File: src/rtl/sdram_arb_pkg.sv
// -----------------------------------------------------------------------------
// sdram_arb_pkg
// Shared types and defaults for the SDRAM port arbiter.
//   state_e    : arbiter FSM states (IDLE, ARM, WAIT)
//   req_id_e   : which requester owns the current SDRAM access
//   AW_DEF     : default SDRAM byte address width
//   STARVE_DEF : default max consecutive loader grants while the CPU waits
//   TIMEOUT_DEF: default WAIT cycles before an access is abandoned
// Optional feature macro used by the arbiter: SDRAM_ARB_STATS_EN.
// -----------------------------------------------------------------------------
package sdram_arb_pkg;

  localparam int AW_DEF      = 25;
  localparam int STARVE_DEF  = 4;
  localparam int TIMEOUT_DEF = 255;

  typedef enum logic [1:0] {
    IDLE = 2'd0,
    ARM  = 2'd1,
    WAIT = 2'd2
  } state_e;

  typedef enum logic {
    REQ_CPU = 1'b0,
    REQ_LD  = 1'b1
  } req_id_e;

  // Bits needed to hold 0..max_val, never less than one bit.
  function automatic int cnt_w(input int max_val);
    int w;
    w = $clog2(max_val + 1);
    return (w < 1) ? 1 : w;
  endfunction

endpackage

File: src/rtl/sdram_port_arb_if.sv
// -----------------------------------------------------------------------------
// sdram_port_arb_if
// Bundles every bus signal of the SDRAM port arbiter: the CPU slot side, the
// ioctl loader side and the SDRAM controller side.
//   slave  : the arbiter's view (takes requests, drives the controller)
//   master : the surrounding system's view (mirror of slave)
// With SDRAM_ARB_STATS_EN defined, cpu_grants / ld_grants are added.
//
// Handshake semantics:
//   cpu_req / ld_req are levels; only a rising edge starts a transaction, and
//   address/data/we are captured on that edge. cpu_wait_n low / ioctl_wait
//   high means "transaction outstanding" and is asserted combinationally in
//   the edge cycle. Toward the controller, sdram_rd / sdram_we are one-cycle
//   strobes issued only while sdram_ready is high; the access is complete on
//   the first later cycle (after the strobe cycle) in which sdram_ready is
//   high, and sdram_dout is valid in that cycle.
// -----------------------------------------------------------------------------
interface sdram_port_arb_if #(
  parameter int AW = 25
);

  logic          cpu_req;
  logic          cpu_we;
  logic [AW-1:0] cpu_addr;
  logic [7:0]    cpu_din;
  logic [7:0]    cpu_dout;
  logic          cpu_wait_n;

  logic          ld_req;
  logic [AW-1:0] ld_addr;
  logic [7:0]    ld_din;
  logic          ioctl_wait;

  logic [AW-1:0] sdram_addr;
  logic [7:0]    sdram_din;
  logic [7:0]    sdram_dout;
  logic          sdram_we;
  logic          sdram_rd;
  logic          sdram_ready;

  logic          timeout_err;

`ifdef SDRAM_ARB_STATS_EN
  logic [15:0]   cpu_grants;
  logic [15:0]   ld_grants;
`endif

  modport slave (
    input  cpu_req, cpu_we, cpu_addr, cpu_din,
    input  ld_req, ld_addr, ld_din,
    input  sdram_dout, sdram_ready,
`ifdef SDRAM_ARB_STATS_EN
    output cpu_grants, ld_grants,
`endif
    output cpu_dout, cpu_wait_n, ioctl_wait,
    output sdram_addr, sdram_din, sdram_we, sdram_rd,
    output timeout_err
  );

  modport master (
    output cpu_req, cpu_we, cpu_addr, cpu_din,
    output ld_req, ld_addr, ld_din,
    output sdram_dout, sdram_ready,
`ifdef SDRAM_ARB_STATS_EN
    input  cpu_grants, ld_grants,
`endif
    input  cpu_dout, cpu_wait_n, ioctl_wait,
    input  sdram_addr, sdram_din, sdram_we, sdram_rd,
    input  timeout_err
  );

endinterface

File: src/rtl/arb_req_latch.sv
// -----------------------------------------------------------------------------
// arb_req_latch
// Per-requester front end: rising-edge detect on the request level, a pending
// flag, and capture of we/address/data on the accepted edge.
// Ports:
//   clk, reset_n        : clock, synchronous active-low reset
//   req_i               : request level
//   we_i, addr_i, din_i : transaction fields, captured on the accepted edge
//   clr_i               : retire the pending transaction (completion/abort)
//   active_o            : edge this cycle or transaction pending
//   we_o, addr_o, din_o : fields of the active transaction
// -----------------------------------------------------------------------------
module arb_req_latch
  import sdram_arb_pkg::*;
#(
  parameter int AW = AW_DEF
) (
  input  logic          clk,
  input  logic          reset_n,
  input  logic          req_i,
  input  logic          we_i,
  input  logic [AW-1:0] addr_i,
  input  logic [7:0]    din_i,
  input  logic          clr_i,
  output logic          active_o,
  output logic          we_o,
  output logic [AW-1:0] addr_o,
  output logic [7:0]    din_o
);

  logic          req_q;
  logic          pend_q, pend_d;
  logic          we_q, we_d;
  logic [AW-1:0] addr_q, addr_d;
  logic [7:0]    din_q, din_d;
  logic          req_edge;
  logic          take;

  assign req_edge = req_i & ~req_q;
  // An edge arriving while a transaction is still pending is dropped.
  assign take     = req_edge & ~pend_q;

  always_comb begin
    pend_d = pend_q;
    we_d   = we_q;
    addr_d = addr_q;
    din_d  = din_q;
    if (clr_i) begin
      pend_d = 1'b0;
    end else if (take) begin
      pend_d = 1'b1;
    end
    if (take) begin
      we_d   = we_i;
      addr_d = addr_i;
      din_d  = din_i;
    end
  end

  always_ff @(posedge clk) begin
    if (!reset_n) begin
      req_q  <= 1'b0;
      pend_q <= 1'b0;
      we_q   <= 1'b0;
      addr_q <= '0;
      din_q  <= '0;
    end else begin
      req_q  <= req_i;
      pend_q <= pend_d;
      we_q   <= we_d;
      addr_q <= addr_d;
      din_q  <= din_d;
    end
  end

  // In the edge cycle the fields are not latched yet, so the live inputs are
  // forwarded; this lets the arbiter grant in the same cycle as the edge.
  assign active_o = req_edge | pend_q;
  assign we_o     = pend_q ? we_q   : we_i;
  assign addr_o   = pend_q ? addr_q : addr_i;
  assign din_o    = pend_q ? din_q  : din_i;

endmodule

File: src/rtl/sdram_port_arb.sv
// -----------------------------------------------------------------------------
// sdram_port_arb
// Shares one SDRAM controller port between the CPU slot path (byte reads and
// writes) and the ioctl ROM loader (byte writes). Issues one-cycle strobes,
// waits for the controller, returns read data and stalls the requesters.
// Ports:
//   clk, reset_n : single clock, synchronous active-low reset
//   bus          : sdram_port_arb_if.slave (CPU, loader and controller sides,
//                  timeout_err, optional grant counters)
//   dbg_state_o  : current FSM state
// Parameters: AW (address width), STARVE (max consecutive loader grants
// while the CPU waits), TIMEOUT (WAIT cycles before abort).
// Optional feature: define SDRAM_ARB_STATS_EN to add saturating 16-bit
// completed-grant counters cpu_grants / ld_grants on the interface.
// -----------------------------------------------------------------------------
module sdram_port_arb
  import sdram_arb_pkg::*;
#(
  parameter int AW      = AW_DEF,
  parameter int STARVE  = STARVE_DEF,
  parameter int TIMEOUT = TIMEOUT_DEF
) (
  input  logic            clk,
  input  logic            reset_n,
  sdram_port_arb_if.slave bus,
  output state_e          dbg_state_o
);

  localparam int SW = cnt_w(STARVE);
  localparam int TW = cnt_w(TIMEOUT);
  localparam logic [SW-1:0] STARVE_MAX = SW'(STARVE);
  localparam logic [TW-1:0] WAIT_LAST  = TW'(TIMEOUT - 1);

  // Requester front ends
  logic          cpu_active, cpu_we_e, cpu_clr;
  logic [AW-1:0] cpu_addr_e;
  logic [7:0]    cpu_din_e;
  logic          ld_active, ld_we_e, ld_clr;
  logic [AW-1:0] ld_addr_e;
  logic [7:0]    ld_din_e;

  arb_req_latch #(.AW(AW)) u_cpu_latch (
    .clk      (clk),
    .reset_n  (reset_n),
    .req_i    (bus.cpu_req),
    .we_i     (bus.cpu_we),
    .addr_i   (bus.cpu_addr),
    .din_i    (bus.cpu_din),
    .clr_i    (cpu_clr),
    .active_o (cpu_active),
    .we_o     (cpu_we_e),
    .addr_o   (cpu_addr_e),
    .din_o    (cpu_din_e)
  );

  // The loader only ever writes.
  arb_req_latch #(.AW(AW)) u_ld_latch (
    .clk      (clk),
    .reset_n  (reset_n),
    .req_i    (bus.ld_req),
    .we_i     (1'b1),
    .addr_i   (bus.ld_addr),
    .din_i    (bus.ld_din),
    .clr_i    (ld_clr),
    .active_o (ld_active),
    .we_o     (ld_we_e),
    .addr_o   (ld_addr_e),
    .din_o    (ld_din_e)
  );

  // Registers
  state_e        state_q, state_d;
  logic [SW-1:0] starve_q, starve_d;
  logic [TW-1:0] wait_cnt_q, wait_cnt_d;
  req_id_e       gnt_q, gnt_d;
  logic          gnt_we_q, gnt_we_d;
  logic [AW-1:0] sdram_addr_q, sdram_addr_d;
  logic [7:0]    sdram_din_q, sdram_din_d;
  logic          sdram_we_q, sdram_we_d;
  logic          sdram_rd_q, sdram_rd_d;
  logic [7:0]    cpu_dout_q, cpu_dout_d;
  logic          timeout_err_q, timeout_err_d;
`ifdef SDRAM_ARB_STATS_EN
  logic [15:0]   cpu_grants_q, cpu_grants_d;
  logic [15:0]   ld_grants_q, ld_grants_d;
`endif

  // FSM events
  logic issue, pick_ld, done, abort;

  assign issue   = (state_q == IDLE) && bus.sdram_ready && (cpu_active || ld_active);
  // Loader wins unless the CPU is waiting and the loader has used up its run.
  assign pick_ld = ld_active && (!cpu_active || (starve_q < STARVE_MAX));
  assign done    = (state_q == WAIT) && bus.sdram_ready;
  assign abort   = (state_q == WAIT) && !bus.sdram_ready && (wait_cnt_q == WAIT_LAST);

  // State register
  always_ff @(posedge clk) begin
    if (!reset_n) begin
      state_q       <= IDLE;
      starve_q      <= '0;
      wait_cnt_q    <= '0;
      gnt_q         <= REQ_CPU;
      gnt_we_q      <= 1'b0;
      sdram_addr_q  <= '0;
      sdram_din_q   <= '0;
      sdram_we_q    <= 1'b0;
      sdram_rd_q    <= 1'b0;
      cpu_dout_q    <= 8'hFF;
      timeout_err_q <= 1'b0;
`ifdef SDRAM_ARB_STATS_EN
      cpu_grants_q  <= '0;
      ld_grants_q   <= '0;
`endif
    end else begin
      state_q       <= state_d;
      starve_q      <= starve_d;
      wait_cnt_q    <= wait_cnt_d;
      gnt_q         <= gnt_d;
      gnt_we_q      <= gnt_we_d;
      sdram_addr_q  <= sdram_addr_d;
      sdram_din_q   <= sdram_din_d;
      sdram_we_q    <= sdram_we_d;
      sdram_rd_q    <= sdram_rd_d;
      cpu_dout_q    <= cpu_dout_d;
      timeout_err_q <= timeout_err_d;
`ifdef SDRAM_ARB_STATS_EN
      cpu_grants_q  <= cpu_grants_d;
      ld_grants_q   <= ld_grants_d;
`endif
    end
  end

  // Next-state logic
  always_comb begin
    state_d = state_q;
    case (state_q)
      IDLE:    if (issue) state_d = ARM;
      ARM:     state_d = WAIT;
      WAIT:    if (done || abort) state_d = IDLE;
      default: state_d = IDLE;
    endcase
  end

  // Output / datapath logic
  always_comb begin
    starve_d      = starve_q;
    wait_cnt_d    = wait_cnt_q;
    gnt_d         = gnt_q;
    gnt_we_d      = gnt_we_q;
    sdram_addr_d  = sdram_addr_q;
    sdram_din_d   = sdram_din_q;
    sdram_we_d    = 1'b0;
    sdram_rd_d    = 1'b0;
    cpu_dout_d    = cpu_dout_q;
    timeout_err_d = timeout_err_q;
    cpu_clr       = 1'b0;
    ld_clr        = 1'b0;
`ifdef SDRAM_ARB_STATS_EN
    cpu_grants_d  = cpu_grants_q;
    ld_grants_d   = ld_grants_q;
`endif

    if (issue) begin
      if (pick_ld) begin
        gnt_d        = REQ_LD;
        gnt_we_d     = ld_we_e;
        sdram_addr_d = ld_addr_e;
        sdram_din_d  = ld_din_e;
        // Only loader grants that bypass a waiting CPU count toward the run.
        if (cpu_active && (starve_q < STARVE_MAX)) begin
          starve_d = starve_q + 1'b1;
        end
      end else begin
        gnt_d        = REQ_CPU;
        gnt_we_d     = cpu_we_e;
        sdram_addr_d = cpu_addr_e;
        sdram_din_d  = cpu_din_e;
        starve_d     = '0;
      end
      sdram_we_d = gnt_we_d;
      sdram_rd_d = ~gnt_we_d;
    end

    if (state_q == ARM) begin
      wait_cnt_d = '0;
    end else if ((state_q == WAIT) && !bus.sdram_ready) begin
      wait_cnt_d = wait_cnt_q + 1'b1;
    end

    if (done || abort) begin
      cpu_clr = (gnt_q == REQ_CPU);
      ld_clr  = (gnt_q == REQ_LD);
    end

    if (done && (gnt_q == REQ_CPU) && !gnt_we_q) begin
      cpu_dout_d = bus.sdram_dout;
    end

    if (abort) begin
      timeout_err_d = 1'b1;
      if ((gnt_q == REQ_CPU) && !gnt_we_q) begin
        cpu_dout_d = 8'hFF;
      end
    end

`ifdef SDRAM_ARB_STATS_EN
    // Aborted accesses never reach 'done', so they are not counted.
    if (done) begin
      if (gnt_q == REQ_CPU) begin
        if (cpu_grants_q != 16'hFFFF) cpu_grants_d = cpu_grants_q + 16'd1;
      end else begin
        if (ld_grants_q != 16'hFFFF) ld_grants_d = ld_grants_q + 16'd1;
      end
    end
`endif
  end

  // Stall outputs are combinational from the edge so the CPU stalls in the
  // very cycle it raises its request.
  assign bus.cpu_wait_n  = ~cpu_active;
  assign bus.ioctl_wait  = ld_active;
  assign bus.cpu_dout    = cpu_dout_q;
  assign bus.sdram_addr  = sdram_addr_q;
  assign bus.sdram_din   = sdram_din_q;
  assign bus.sdram_we    = sdram_we_q;
  assign bus.sdram_rd    = sdram_rd_q;
  assign bus.timeout_err = timeout_err_q;
`ifdef SDRAM_ARB_STATS_EN
  assign bus.cpu_grants  = cpu_grants_q;
  assign bus.ld_grants   = ld_grants_q;
`endif
  assign dbg_state_o     = state_q;

endmodule

File: src/flat_wrapper.sv
// flat-port wrapper written by rule: the top's interface ports become plain ports
module sdram_port_arb_flat import sdram_arb_pkg::*;
#(
  parameter int AW      = AW_DEF,
  parameter int STARVE  = STARVE_DEF,
  parameter int TIMEOUT = TIMEOUT_DEF
)
  (clk, reset_n, dbg_state_o, bus_cpu_req, bus_cpu_we, bus_cpu_addr, bus_cpu_din, bus_ld_req, bus_ld_addr, bus_ld_din, bus_sdram_dout, bus_sdram_ready, bus_cpu_dout, bus_cpu_wait_n, bus_ioctl_wait, bus_sdram_addr, bus_sdram_din, bus_sdram_we, bus_sdram_rd, bus_timeout_err);
  sdram_port_arb_if #(.AW(AW)) bus_i ();
  input  logic clk;
  input  logic reset_n;
  output state_e dbg_state_o;
  input wire logic [$bits(bus_i.cpu_req)-1:0] bus_cpu_req;
  input wire logic [$bits(bus_i.cpu_we)-1:0] bus_cpu_we;
  input wire logic [$bits(bus_i.cpu_addr)-1:0] bus_cpu_addr;
  input wire logic [$bits(bus_i.cpu_din)-1:0] bus_cpu_din;
  input wire logic [$bits(bus_i.ld_req)-1:0] bus_ld_req;
  input wire logic [$bits(bus_i.ld_addr)-1:0] bus_ld_addr;
  input wire logic [$bits(bus_i.ld_din)-1:0] bus_ld_din;
  input wire logic [$bits(bus_i.sdram_dout)-1:0] bus_sdram_dout;
  input wire logic [$bits(bus_i.sdram_ready)-1:0] bus_sdram_ready;
  output wire logic [$bits(bus_i.cpu_dout)-1:0] bus_cpu_dout;
  output wire logic [$bits(bus_i.cpu_wait_n)-1:0] bus_cpu_wait_n;
  output wire logic [$bits(bus_i.ioctl_wait)-1:0] bus_ioctl_wait;
  output wire logic [$bits(bus_i.sdram_addr)-1:0] bus_sdram_addr;
  output wire logic [$bits(bus_i.sdram_din)-1:0] bus_sdram_din;
  output wire logic [$bits(bus_i.sdram_we)-1:0] bus_sdram_we;
  output wire logic [$bits(bus_i.sdram_rd)-1:0] bus_sdram_rd;
  output wire logic [$bits(bus_i.timeout_err)-1:0] bus_timeout_err;
  assign bus_i.cpu_req = bus_cpu_req;
  assign bus_i.cpu_we = bus_cpu_we;
  assign bus_i.cpu_addr = bus_cpu_addr;
  assign bus_i.cpu_din = bus_cpu_din;
  assign bus_i.ld_req = bus_ld_req;
  assign bus_i.ld_addr = bus_ld_addr;
  assign bus_i.ld_din = bus_ld_din;
  assign bus_i.sdram_dout = bus_sdram_dout;
  assign bus_i.sdram_ready = bus_sdram_ready;
  assign bus_cpu_dout = bus_i.cpu_dout;
  assign bus_cpu_wait_n = bus_i.cpu_wait_n;
  assign bus_ioctl_wait = bus_i.ioctl_wait;
  assign bus_sdram_addr = bus_i.sdram_addr;
  assign bus_sdram_din = bus_i.sdram_din;
  assign bus_sdram_we = bus_i.sdram_we;
  assign bus_sdram_rd = bus_i.sdram_rd;
  assign bus_timeout_err = bus_i.timeout_err;
  sdram_port_arb #(.AW(AW), .STARVE(STARVE), .TIMEOUT(TIMEOUT)) u_core (.clk(clk), .reset_n(reset_n), .bus(bus_i), .dbg_state_o(dbg_state_o));
endmodule
File: config.mk
export PLATFORM = sky130hd
export DESIGN_NAME = sdram_port_arb_flat
export DESIGN_NICKNAME = d
export VERILOG_FILES = /design/src/rtl/sdram_arb_pkg.sv /design/src/rtl/sdram_port_arb_if.sv /design/src/rtl/arb_req_latch.sv /design/src/rtl/sdram_port_arb.sv /design/src/flat_wrapper.sv
export SDC_FILE = /design/constraint.sdc
export NUM_CORES = 1
export LEC_CHECK = 0
export CAP_MARGIN = 20
export CELL_PAD_IN_SITES_DETAIL_PLACEMENT = 1
export CELL_PAD_IN_SITES_GLOBAL_PLACEMENT = 1
export CORE_MARGIN = 3
export CORE_UTILIZATION = 36
export CTS_CLUSTER_DIAMETER = 30
export DETAILED_ROUTE_END_ITERATION = 6
export PLACE_DENSITY_LB_ADDON = 0.1
export SYNTH_ARGS = -nofsm -noshare
export SYNTH_HDL_FRONTEND = slang
export SYNTH_HIERARCHICAL = 1
export SYNTH_SLANG_ARGS = --single-unit
File: constraint.sdc
create_clock -name clk -period 3.89 [get_ports clk]
set_input_delay 0.778 -clock clk [delete_from_list [all_inputs] [get_ports clk]]
set_output_delay 0.778 -clock clk [all_outputs]
set_load 0.02 [all_outputs]
Word-level counts from Yosys, hierarchy flattened

Index checks and enable logic that the tools add are counted.

Register bits: 131
Bits in latches: 0
Memory bits (writable): 0
Bits in read-only memories: 0
Bits of input ports: 80
Output and inout bits: 48
Word-level logic and storage cells: 88
Memories: 0

Add/sub/neg operators: 2
Multipliers: 0
Div/mod/pow operators: 0
Order comparisons: 1
Equality and inequality tests: 6
Shifts and indexed selects: 0
Multiplexer cells: 21
Bitwise logic cells: 14
Reductions and logical operators: 23

Operator list:

| kind                  | number |
|---|---|
| $mux W25              | 3 |
| $mux W8               | 6 |
| $logic_and A1 B1 Y1   | 10 |
| $add A8 B1 Y8 const B | 1 |
| $eq A8 B8 Y1 const B  | 1 |
| $not A1 Y1            | 8 |
| $mux W1               | 7 |
| $mux W3               | 2 |
| $pmux W2 S3           | 1 |
| $reduce_and A2 Y1     | 3 |
| $reduce_or A2 Y1      | 3 |
| $and A1 B1 Y1         | 4 |
| $mux W2               | 2 |
| $ne A2 B2 Y1 const B  | 2 |
| $add A3 B1 Y3 const B | 1 |
| $logic_not A1 Y1      | 3 |
| $logic_or A1 B1 Y1    | 3 |
| $lt A3 B3 Y1 const B  | 1 |
| $eq A2 B1 Y1 const B  | 1 |
| $eq A2 B2 Y1 const B  | 1 |
| $logic_not A2 Y1      | 1 |
| $ne A2 B1 Y1 const B  | 1 |
| $or A1 B1 Y1          | 2 |

Depth between registers and ports, before layout

Gate-level depths: netlist of run 1.

Word-level depth: 9
Depth in mapped cells: 9
Gate-level depth less buffers: 7

Modules after synthesis

The synthesis of run 1 kept the hierarchy.

By module, submodules not included:

| module         | instances | cells an instance | area an instance (um^2) | sequential area each (um^2) |
|---|---|---|---|---|
| arb_req_latch  | 2         | 195               | 1,871.8                 | 720.7 |
| sdram_port_arb | 1         | 237               | 2,472.4                 | 1,181.1 |

Worst setup path after synthesis of run 1

Ideal clock, no wire load.

Kind: in2reg
Start: input port bus_ld_req
End: register u_core.sdram_addr_q[0], in the netlist u_core/bus.sdram_addr[0]
Library setup time: 0.070 ns
Data arrival time: 2.150 ns
Data required time: 3.820 ns
Path slack: 1.670 ns
Stages on the path: 6
Path buffers: 1
Path through: nand2b_1 -> nand2_1 -> or2_2 -> a21boi_1 -> clkbuf_1 -> o2bb2ai_1

Word-level cells in the longest chain between the ends: 4
Elaborated cells between the ends (all ways): 6
Those cells by class: mux (1); bitwise (2); reduce/logical (3)

RTL lines:

| what                                                      | RTL line                                    | text |
|---|---|---|
| start, declared                                           | flat_wrapper.sv:17                          | `input wire logic [$bits(bus_i.ld_req)-1:0] bus_ld_req;` |
| $and A1 B1 Y1 *                                           | arb_req_latch.sv:39                         | `assign req_edge = req_i & ~req_q;` |
| $or A1 B1 Y1 *                                            | arb_req_latch.sv:78                         | `assign active_o = req_edge \| pend_q;` |
| net bus_ioctl_wait                                        | flat_wrapper.sv:24                          | `output wire logic [$bits(bus_i.ioctl_wait)-1:0] bus_ioctl_wait;` |
| $logic_and A1 B1 Y1 or $logic_or A1 B1 Y1 (tied branches) | sdram_port_arb.sv:93, sdram_port_arb.sv:91  |  |
| $mux W25 or $logic_and A1 B1 Y1 (tied branches)           | sdram_port_arb.sv:165, sdram_port_arb.sv:91 |  |
| end signal, assigned                                      | sdram_port_arb.sv:121                       | `sdram_addr_q <= sdram_addr_d;` |
| end, declared                                             | sdram_port_arb.sv:77                        | `logic [AW-1:0] sdram_addr_q, sdram_addr_d;` |

The timed path passes the listed nets; every way through them passes the cells marked *.
A chain may end at the register's enable or synchronous reset.

Worst setup path in the final report of run 1

Start: input port bus_cpu_req
End: output port bus_cpu_wait_n

Word-level cells in the longest chain between the ends: 3

RTL lines:

| what                  | RTL line              | text |
|---|---|---|
| start, declared       | flat_wrapper.sv:13    | `input wire logic [$bits(bus_i.cpu_req)-1:0] bus_cpu_req;` |
| $and A1 B1 Y1         | arb_req_latch.sv:39   |  |
| $or A1 B1 Y1          | arb_req_latch.sv:78   |  |
| net u_core.cpu_active | sdram_port_arb.sv:35  | `logic cpu_active, cpu_we_e, cpu_clr;` |
| $not A1 Y1            | sdram_port_arb.sv:221 | `assign bus.cpu_wait_n = ~cpu_active;` |
| end, declared         | flat_wrapper.sv:23    | `output wire logic [$bits(bus_i.cpu_wait_n)-1:0] bus_cpu_wait_n;` |

The timed path passes the listed nets, and every way through them passes these cells.

==> results of run 1 <==
power groups by stage:
stage	clock network [uW]	registers, uW	logic, uW
floorplan	0	1530	356
global placement	0	1500	614
detailed placement	0	1510	635
CTS	1760	1480	638
global route	1820	1490	680
finish	1720	1480	628
kinds of logic after synthesis:
group                    synth area share, %
XOR/XNOR                               0.141
flip-flops                              42.2
AO/OA/AOI/OAI                           8.11
multiplexers                            29.1
adder cells (fa/ha/maj)                0.604
other                                 0.0603
buffers and inverters                   5.50
AND/OR/NAND/NOR                         14.3
worst paths after layout:
| kind | start | to | cells after the start |
|---|---|---|---|
| min reg2reg | u_core/u_ld_latch/addr_q[13] | u_core/u_ld_latch/addr_q[13] | 2 |
| max reg2reg | u_core/u_cpu_latch/req_q | u_core/bus.sdram_addr[23] | 5 |
| min | u_core/u_ld_latch/addr_q[13] | u_core/u_ld_latch/addr_q[13] | 2 |
| max | bus_cpu_req | bus_cpu_wait_n | 5 |
worst max-delay path, stage by stage:
cell and delay [ns]:
clkdlybuf4s50_1 0.44, nand2b_1 0.10, nand2_1 0.21, inv_1 0.12, clkdlybuf4s50_1 0.61
routing by layer:
| metal | share of wire (%) | up-vias |
|---|---|---|
| li1 | - | 2409 |
| met1 | 45 | 2430 |
| met2 | 50 | 98 |
| met3 | 3.9 | 16 |
| met4 | 1.5 | 0 |
| met5 | 0 | - |
layout make-up:
class	count	share of cell area, %
multi-input combinational	445	40.1
sequential	131	31.9
timing repair buffer	137	16.7
clock buffer	22	5.89
tap	220	3.35
clock inverter	10	1.86
inverter	5	0.228
through the flow:
stage          total power, uW  util (%)  std cells
2_1_floorplan             1890         -        628
3_3_place_gp              2120      45.2        938
3_5_place_dp              2140      45.2        938
4_1_cts                   3880      49.0        970
5_1_grt                   3990      49.0        970
6_report                  3820      49.0        970
synthesized netlist by cell type, drive strengths merged, types with 3 or more instances:
library cell | number | area (sq um)
dfxtp | 131 | 2620
a21boi | 5 | 37.5
ha | 3 | 37.5
o21ai | 11 | 55.1
nor3b | 4 | 40.0
a21oi | 6 | 30.0
o2bb2ai | 35 | 307
inv | 5 | 18.8
nand2b | 5 | 31.3
mux2i | 104 | 1040
nand3b | 3 | 22.5
nor2 | 5 | 18.8
clkbuf | 22 | 82.6
buf | 25 | 240
nand2 | 144 | 541
mux2 | 68 | 766
nand3 | 22 | 110
layout by cell type, fill, tap and decap left out, types with 3 or more instances in the layout:
cell type	instances
ha_1	3
a21oi_1	6
mux2i_1	104
nand2_1	144
nand2b_1	5
buf_4	9
inv_1	5
bufinv_16	4
clkbuf_8	4
nand3b_1	3
mux2_2	68
clkinv_2	5
o21ai_0	11
clkbuf_16	17
nand3_1	21
nor2_1	5
o2bb2ai_1	35
dfxtp_1	129
a21boi_0	3
clkdlybuf4s50_1	126
flip-flops by register name (all words and copies together), names as in the netlist, 8 cells and up:
| name | count |
|---|---|
| u_core/bus.cpu_dout | 8 |
| u_core/bus.sdram_addr | 25 |
| u_core/bus.sdram_din | 8 |
| u_core/u_cpu_latch/addr_q | 25 |
| u_core/u_cpu_latch/din_q | 8 |
| u_core/u_ld_latch/addr_q | 25 |
| u_core/u_ld_latch/din_q | 8 |
| u_core/wait_cnt_q | 8 |
==> run_results.csv, run 1 <==
group,metric,value,unit
clock_tree,cts_inserted_buffers,17,
clock_tree,hold_buffers,0,
yosys,seq_area_frac_synth,42.2,%
global_route,grt_pass1_vias,5492,
route,ant_nets,0,
floorplanning,pin_count,128,
timing,setup_slack,0.853,ns
floorplanning,start_util,37.1,%
global_route,grt_overflow,0,
yosys,yosys_warnings,6,
yosys,syn_avg_cell_area,9.91,sq um
clock_tree,cts-htree-levels,4,
worst_setup_path,worst_ep_required_time,3.11,ns
clock_tree,clk_latency,0.41,ns
route,wl_per_cell,17.6,um
timing,max_slew_margin,36.2,%
floorplanning,num_rows,47,
clock_tree,cts.sinks,131,
global_route,busiest_layer,"met2",
yosys,syn-cell-area,6220,sq um
global_route,antenna_found_initial,0,
power,p_per_area,465,nW/um^2
power,ir_drop,0.323,mV
clock_tree,clockBufferDepth,2,
timing,final.setup_skew,0.00651,ns
final_layout,drive_gt1_share,16.1,%
timing,fin_crit_sh,78.1,%
power,clkPwrFrac,44.9,%
placed_design,place_area,7580,sq um
worst_setup_path,cp_max_fo,7,
hold_path,hp-class,"flip-flop to flip-flop",
yosys,synthArstFlopShare,0,%
clock_tree,ctsRootBufferMaster,"clkbuf_16",
global_route,grt_use_met1,22.5,%
placed_design,io_buffers,127,
route,drtIter0Drc,172,
timing,rsz0062_at_grt,"no",
worst_setup_path,arrival,2.26,ns
global_route,met2_usage,32.1,%
route,vias,4953,
final_layout,regArea,2630,sq um
power,p_leak,0.00320,uW
floorplanning,die_w,137,um
power,p_seq_share,38.7,%
global_route,grt.total_usage,18.5,%
placed_design,hpwl,11400,um
power,p_comb_share,16.4,%
clock_tree,clkTransAtPathRegs,0.05,ns
timing,fin_crit,3.04,ns
global_route,grt_start_max_net_pins,69,
global_route,met3_usage,4.16,%
timing,setup_tns,0,ns
power,p_sw,942,uW
run_status,status,"finished clean",
floorplanning,coreArea,16800,sq um
yosys,syn-instance-count,627,
route,wirelength,17100,um
floorplanning,die_height,137,um
final_layout,area_delta_synth_final,32.2,%
worst_setup_path,reg2reg_slack,1.64,ns
placed_design,place.gp.congestion,0.755,
route,viasPerCell,5.11,
run,cap_violations,0,
clock_tree,cts_setup_buffers,0,
placed_design,pre_cts_ws,0.743,ns
final_layout,layout.nets,820,
worst_setup_path,crit_path_start_kind,"primary input",
power,swShare,24.6,%
worst_setup_path,crit_type,"primary input to primary output",
yosys,synth_ff_type,"dfxtp_1",
timing,hold_slack,0.453,ns
timing,finalSetupViolCount,0,
yosys,synth_cell_types,42,
floorplanning,die_area,18900,sq um
final_layout,stdcell_area,8220,sq um
clock_tree,cts-resized-gates,0,
global_route,grt_pass1_wl,27600,um
worst_setup_path,critPathCaptureType,"primary output",
timing,hold_viol,0,
final_layout,n_antenna_cell,0,
route,drt_first_pass_iters,4,
power,power.internal,2880,uW
final_layout,fill_cells,1865,
timing,slew_violations,0,
final_layout,multi_input_area,3300,sq um
clock_tree,cts_tree,"done",
yosys,ys_ff_latch,131,
timing,worstMarginPinSlew,0.955,ns
timing,max_freq,329,MHz
yosys,synth-edff-count,0,
route,drc_errors,0,
(Power assumes the default switching activity.)
==> inputs of run 2 (changes only) <==
==> constraint.sdc (replaced) <==
create_clock -name clk -period 2.94 [get_ports clk]
set_input_delay 0.588 -clock clk [delete_from_list [all_inputs] [get_ports clk]]
set_output_delay 0.588 -clock clk [all_outputs]
set_load 0.02 [all_outputs]
==> run 2 against run 1 <==
Net effect: utilization is 0.21 points higher; worst hold slack better by 0.00077 ns; power is 30% higher; non-clock buffer count is 5 higher; critical path depth is 1 lower; highest routed layer unchanged.
==> run_results.csv, run 2 (synthesized netlist as in run 1, its figures left out) <==
group,metric,value,unit
timing,fin_crit_sh,86.5,%
global_route,grt.total_usage,18.6,%
floorplanning,num_rows,47,
clock_tree,clk_latency,0.42,ns
placed_design,dp_cells,943,
power,p_per_area,602,nW/um^2
worst_setup_path,worst_ep_required_time,2.35,ns
clock_tree,cts-htree-levels,4,
clock_tree,hold_buffers,0,
placed_design,hpwl,11100,um
run_status,status,"finished clean",
power,p_leak,0.00322,uW
route,drtIter0Drc,154,
clock_tree,cts_tree,"done",
timing,finalSetupViolCount,0,
timing,hold_viol,0,
floorplanning,coreArea,16800,sq um
timing,hold_slack,0.454,ns
floorplanning,die_w,137,um
global_route,antenna_found_initial,0,
route,drc_errors,0,
timing,worstMarginPinSlew,0.588,ns
final_layout,layout.nets,825,
timing,setup_tns,0,ns
timing,slew_violations,0,
route,viasPerCell,5.13,
power,ir_drop,0.428,mV
route,wl_per_cell,17.6,um
worst_setup_path,critPathCaptureType,"primary output",
power,finalPower,4970,uW
floorplanning,die_height,137,um
placed_design,place_area,7650,sq um
placed_design,place.gp.congestion,0.744,
clock_tree,clockBufferDepth,2,
clock_tree,cts.sinks,131,
floorplanning,start_util,37.1,%
worst_setup_path,arrival,1.96,ns
floorplanning,pin_count,128,
route,drt_first_pass_iters,4,
global_route,grt_pass1_wl,27400,um
floorplanning,die_area,18900,sq um
timing,max_freq,393,MHz
clock_tree,cts-resized-gates,0,
clock_tree,cts_setup_buffers,0,
final_layout,stdcell_count,975,
worst_setup_path,crit_type,"primary input to primary output",
global_route,grt_start_max_net_pins,57,
timing,rsz0062_at_grt,"no",
final_layout,layout_commonest_cell,"nand2_1",
worst_setup_path,crit_path_start_kind,"primary input",
route,wirelength,17100,um
hold_path,hp-class,"flip-flop to flip-flop",
run,cap_violations,0,
worst_setup_path,cp_max_fo,4,
timing,final.setup_skew,0.00969,ns
final_layout,layout_common_cells,"nand2_1 (144), dfxtp_1 (129), clkdlybuf4s50_1 (126)",
clock_tree,ctsRootBufferMaster,"clkbuf_16",
clock_tree,clkTransAtPathRegs,0.06,ns
final_layout,stdcell_area,8260,sq um
global_route,grt_pass1_vias,5360,
route,vias,5002,
timing,max_slew_margin,60.3,%
route,ant_nets,0,
final_layout,n_antenna_cell,0,
global_route,grt_overflow,0,
final_layout,area_delta_synth_final,32.8,%
clock_tree,cts_inserted_buffers,17,
placed_design,io_buffers,127,
timing,fin_crit,2.54,ns
final_layout,drive_gt1_share,16.7,%
[run 2: final cells by class]
class                   instances  area [sq um]
clock buffers                  24           512
clock inverters                 8          97.6
fillers                      1848          8500
inverters                       5          18.8
multi-input cells             445          3300
flip-flops and latches        131          2630
well taps                     220           275
repair buffers                142          1430
[run 2: power by group]
group / total, uW / switching [uW] / internal [uW]
logic: 840 / 411 / 430
registers: 1960 / 64.7 / 1890
clock network: 2170 / 792 / 1380
total: 4970 / 1270 / 3700
[run 2: path summary, 6_finish.rpt]
check             depth (start not counted)                     endpoint                        start  slack (ns)
hold reg to reg                           2  u_core/u_ld_latch/addr_q[1]  u_core/u_ld_latch/addr_q[1]        0.45
setup reg to reg                          5    u_core/u_cpu_latch/pend_q        u_core/dbg_state_o[1]        1.10
setup / recovery                          4               bus_ioctl_wait                   bus_ld_req        0.40
hold / removal                            2  u_core/u_ld_latch/addr_q[1]  u_core/u_ld_latch/addr_q[1]        0.45
[run 2: through the flow]
| stage | util [%] | worst slack, ns |
|---|---|---|
| floorplan | - | 0.910 |
| global placement | 45.6 | 0.423 |
| detailed placement | 45.6 | 0.394 |
| CTS | 49.3 | 0.386 |
| global route | 49.3 | 0.308 |
| finish | 49.3 | 0.396 |
[run 2: metal layers]
| layer | part of all wire (%) | wire [um] | up-vias | GRT usage, % |
|---|---|---|---|---|
| met5 | 0 | 0 | - | 0 |
| met4 | 1.5 | 253 | 0 | 6.49 |
| met3 | 3.6 | 618 | 21 | 4.16 |
| met2 | 51 | 8700 | 84 | 33.3 |
| met1 | 44 | 7550 | 2463 | 21.8 |
| li1 | - | - | 2434 | - |
[run 2: critical path: stages]
cell and delay, ns:
clkdlybuf4s50_1 0.51, nand2b_1 0.09, nand2_1 0.15, clkdlybuf4s50_1 0.63
==> inputs of run 3 (changes only) <==
--- a/config.mk
+++ b/config.mk
@@ -8,9 +8,11 @@
 export CAP_MARGIN = 20
 export CELL_PAD_IN_SITES_DETAIL_PLACEMENT = 1
 export CELL_PAD_IN_SITES_GLOBAL_PLACEMENT = 1
+export CORE_ASPECT_RATIO = 0.6
 export CORE_MARGIN = 3
 export CORE_UTILIZATION = 36
 export CTS_CLUSTER_DIAMETER = 30
+export CTS_CLUSTER_SIZE = 14
 export DETAILED_ROUTE_END_ITERATION = 6
 export PLACE_DENSITY_LB_ADDON = 0.1
 export SYNTH_ARGS = -nofsm -noshare
==> run 3 against run 2 <==
Net effect: via count fell by 1.4%; combinational power fell by 0.6%; worst hold slack improved by 0.0064 ns; fmax down 1.7%; sequential power about the same; final cell count up 0.62%; count of clock-buffer cells in the layout down 4; critical endpoint unchanged.
==> run_results.csv, run 3 (synthesized netlist as in run 1, its figures left out) <==
group,metric,value,unit
run_status,status,"finished clean",
final_layout,stdcell_area,8280,sq um
route,drc_errors,0,
timing,worstMarginPinSlew,0.705,ns
clock_tree,clkTransAtPathRegs,0.06,ns
worst_setup_path,crit_type,"flip-flop to primary output",
floorplanning,start_util,37.5,%
global_route,antenna_found_initial,1,
worst_setup_path,crit_chain,"inv_1, nand2_1, clkdlybuf4s50_1",
final_layout,area_delta_synth_final,33.2,%
route,viasPerCell,5.03,
timing,max_freq,386,MHz
final_layout,layout.nets,823,
clock_tree,cts-htree-levels,4,
worst_setup_path,crit_family,"buffers and inverters",
clock_tree,cts-resized-gates,0,
worst_setup_path,cp_max_fo,18,
route,drtIter0Drc,247,
clock_tree,cts_setup_buffers,0,
clock_tree,clockBufferDepth,2,
route,wl_per_cell,18.3,um
worst_setup_path,cp_slowest_cell,"dfxtp_2",
clock_tree,clk_latency,0.41,ns
global_route,grt_use_met1,25.7,%
hold_path,hp-class,"flip-flop to flip-flop",
timing,setup_tns,0,ns
timing,max_slew_margin,52.4,%
placed_design,hpwl,12000,um
clock_tree,hold_buffers,0,
global_route,grt_start_max_net_pins,92,
global_route,met2_usage,31.6,%
worst_setup_path,arrival,2.00,ns
worst_setup_path,critPathCaptureType,"primary output",
worst_setup_path,worst_ep_required_time,2.35,ns
placed_design,place.gp.congestion,0.727,
global_route,busiest_layer,"met2",
floorplanning,num_rows,36,
power,ir_drop,0.246,mV
clock_tree,cts.sinks,131,
clock_tree,cts_tree,"done",
final_layout,n_antenna_cell,0,
floorplanning,die_height,108,um
final_layout,layout_common_cells,"nand2_1 (144), dfxtp_1 (129), clkdlybuf4s50_1 (126)",
route,vias,4932,
final_layout,layout_commonest_cell,"nand2_1",
worst_setup_path,critPathBufInv,2,
route,wirelength,18000,um
timing,fin_crit,2.59,ns
clock_tree,ctsRootBufferMaster,"clkbuf_16",
worst_setup_path,slowest_delay,0.69,ns
placed_design,io_buffers,127,
global_route,grt_pass1_vias,5384,
floorplanning,die_area,18900,sq um
timing,hold_slack,0.460,ns
worst_setup_path,crit_path_start_kind,"flip-flop",
floorplanning,pin_count,128,
route,ant_nets,0,
power,p_per_area,623,nW/um^2
timing,rsz0062_at_grt,"no",
global_route,grt_overflow,0,
placed_design,place_area,7630,sq um
global_route,grt.total_usage,19.4,%
timing,finalSetupViolCount,0,
floorplanning,coreArea,16600,sq um
timing,slew_violations,0,
run,cap_violations,0,
floorplanning,die_w,176,um
timing,hold_viol,0,
global_route,grt_pass1_wl,28900,um
route,drt_first_pass_iters,4,
timing,final.setup_skew,0.0103,ns
power,p_leak,0.00320,uW
final_layout,drive_gt1_share,16.3,%
clock_tree,cts_inserted_buffers,17,
global_route,met3_usage,5.36,%
timing,fin_crit_sh,88.1,%
## run 3: cell types whose count changed in the layout (fill, tap and decap cells not counted)
| cell | before | now |
|---|---|---|
| clkbuf_1 | 1 | 2 |
| buf_4 | 12 | 11 |
| clkinv_2 | 3 | 0 |
| clkbuf_8 | 6 | 1 |
| inv_6 | 0 | 1 |
| clkinvlp_4 | 3 | 6 |
| buf_12 | 4 | 3 |
| bufinv_16 | 2 | 5 |
## run 3: through the flow
step / total power, uW / std cells / setup WS, ns / util (%)
detailed placement: 2840 / 949 / 0.384 / 46.0
global placement: 2810 / 949 / 0.426 / 46.0
CTS: 5220 / 981 / 0.317 / 49.9
finish: 5160 / 981 / 0.351 / 49.9
floorplan: 2500 / 628 / 0.910 / -
global route: 5380 / 981 / 0.231 / 49.9
## run 3: layout make-up
class | count | area (sq um)
Inverter | 5 | 18.8
Clock buffer | 20 | 447
Fill cell | 1853 | 8300
Tap cell | 228 | 285
Multi-Input combinational cell | 445 | 3300
Timing Repair Buffer | 140 | 1400
Sequential cell | 131 | 2630
Clock inverter | 12 | 204
## run 3: per-layer routing
layer	routed length (um)	vias to the layer above
met3	939	12
li1	-	2415
met4	104	2
met1	8780	2402
met5	13	-
met2	8150	101
## run 3: worst register-to-register path, stage by stage (launching register included)
cell	delay [ns]
dfxtp_2	0.69
inv_1	0.13
nand2_1	0.15
a21boi_4	0.22
buf_12	0.30
mux2i_1	0.34
nor2b_1	0.17
## run 3: final timing paths
| path | start | to | slack [ns] | depth (start not counted) |
|---|---|---|---|---|
| worst max-delay path | u_core/u_ld_latch/pend_q | bus_ioctl_wait | 0.35 | 3 |
| worst min-delay path | u_core/u_cpu_latch/addr_q[9] | u_core/u_cpu_latch/addr_q[9] | 0.46 | 2 |
| worst max register to register | u_core/u_ld_latch/pend_q | u_core/bus.sdram_rd | 0.89 | 6 |
| worst min register to register | u_core/u_cpu_latch/addr_q[9] | u_core/u_cpu_latch/addr_q[9] | 0.46 | 2 |
## run 3: power by group
part	total (uW)	internal (uW)	switching [uW]
clock	2350	1530	824
sequential	1970	1890	78.0
combinational	835	427	408
total	5160	3850	1310
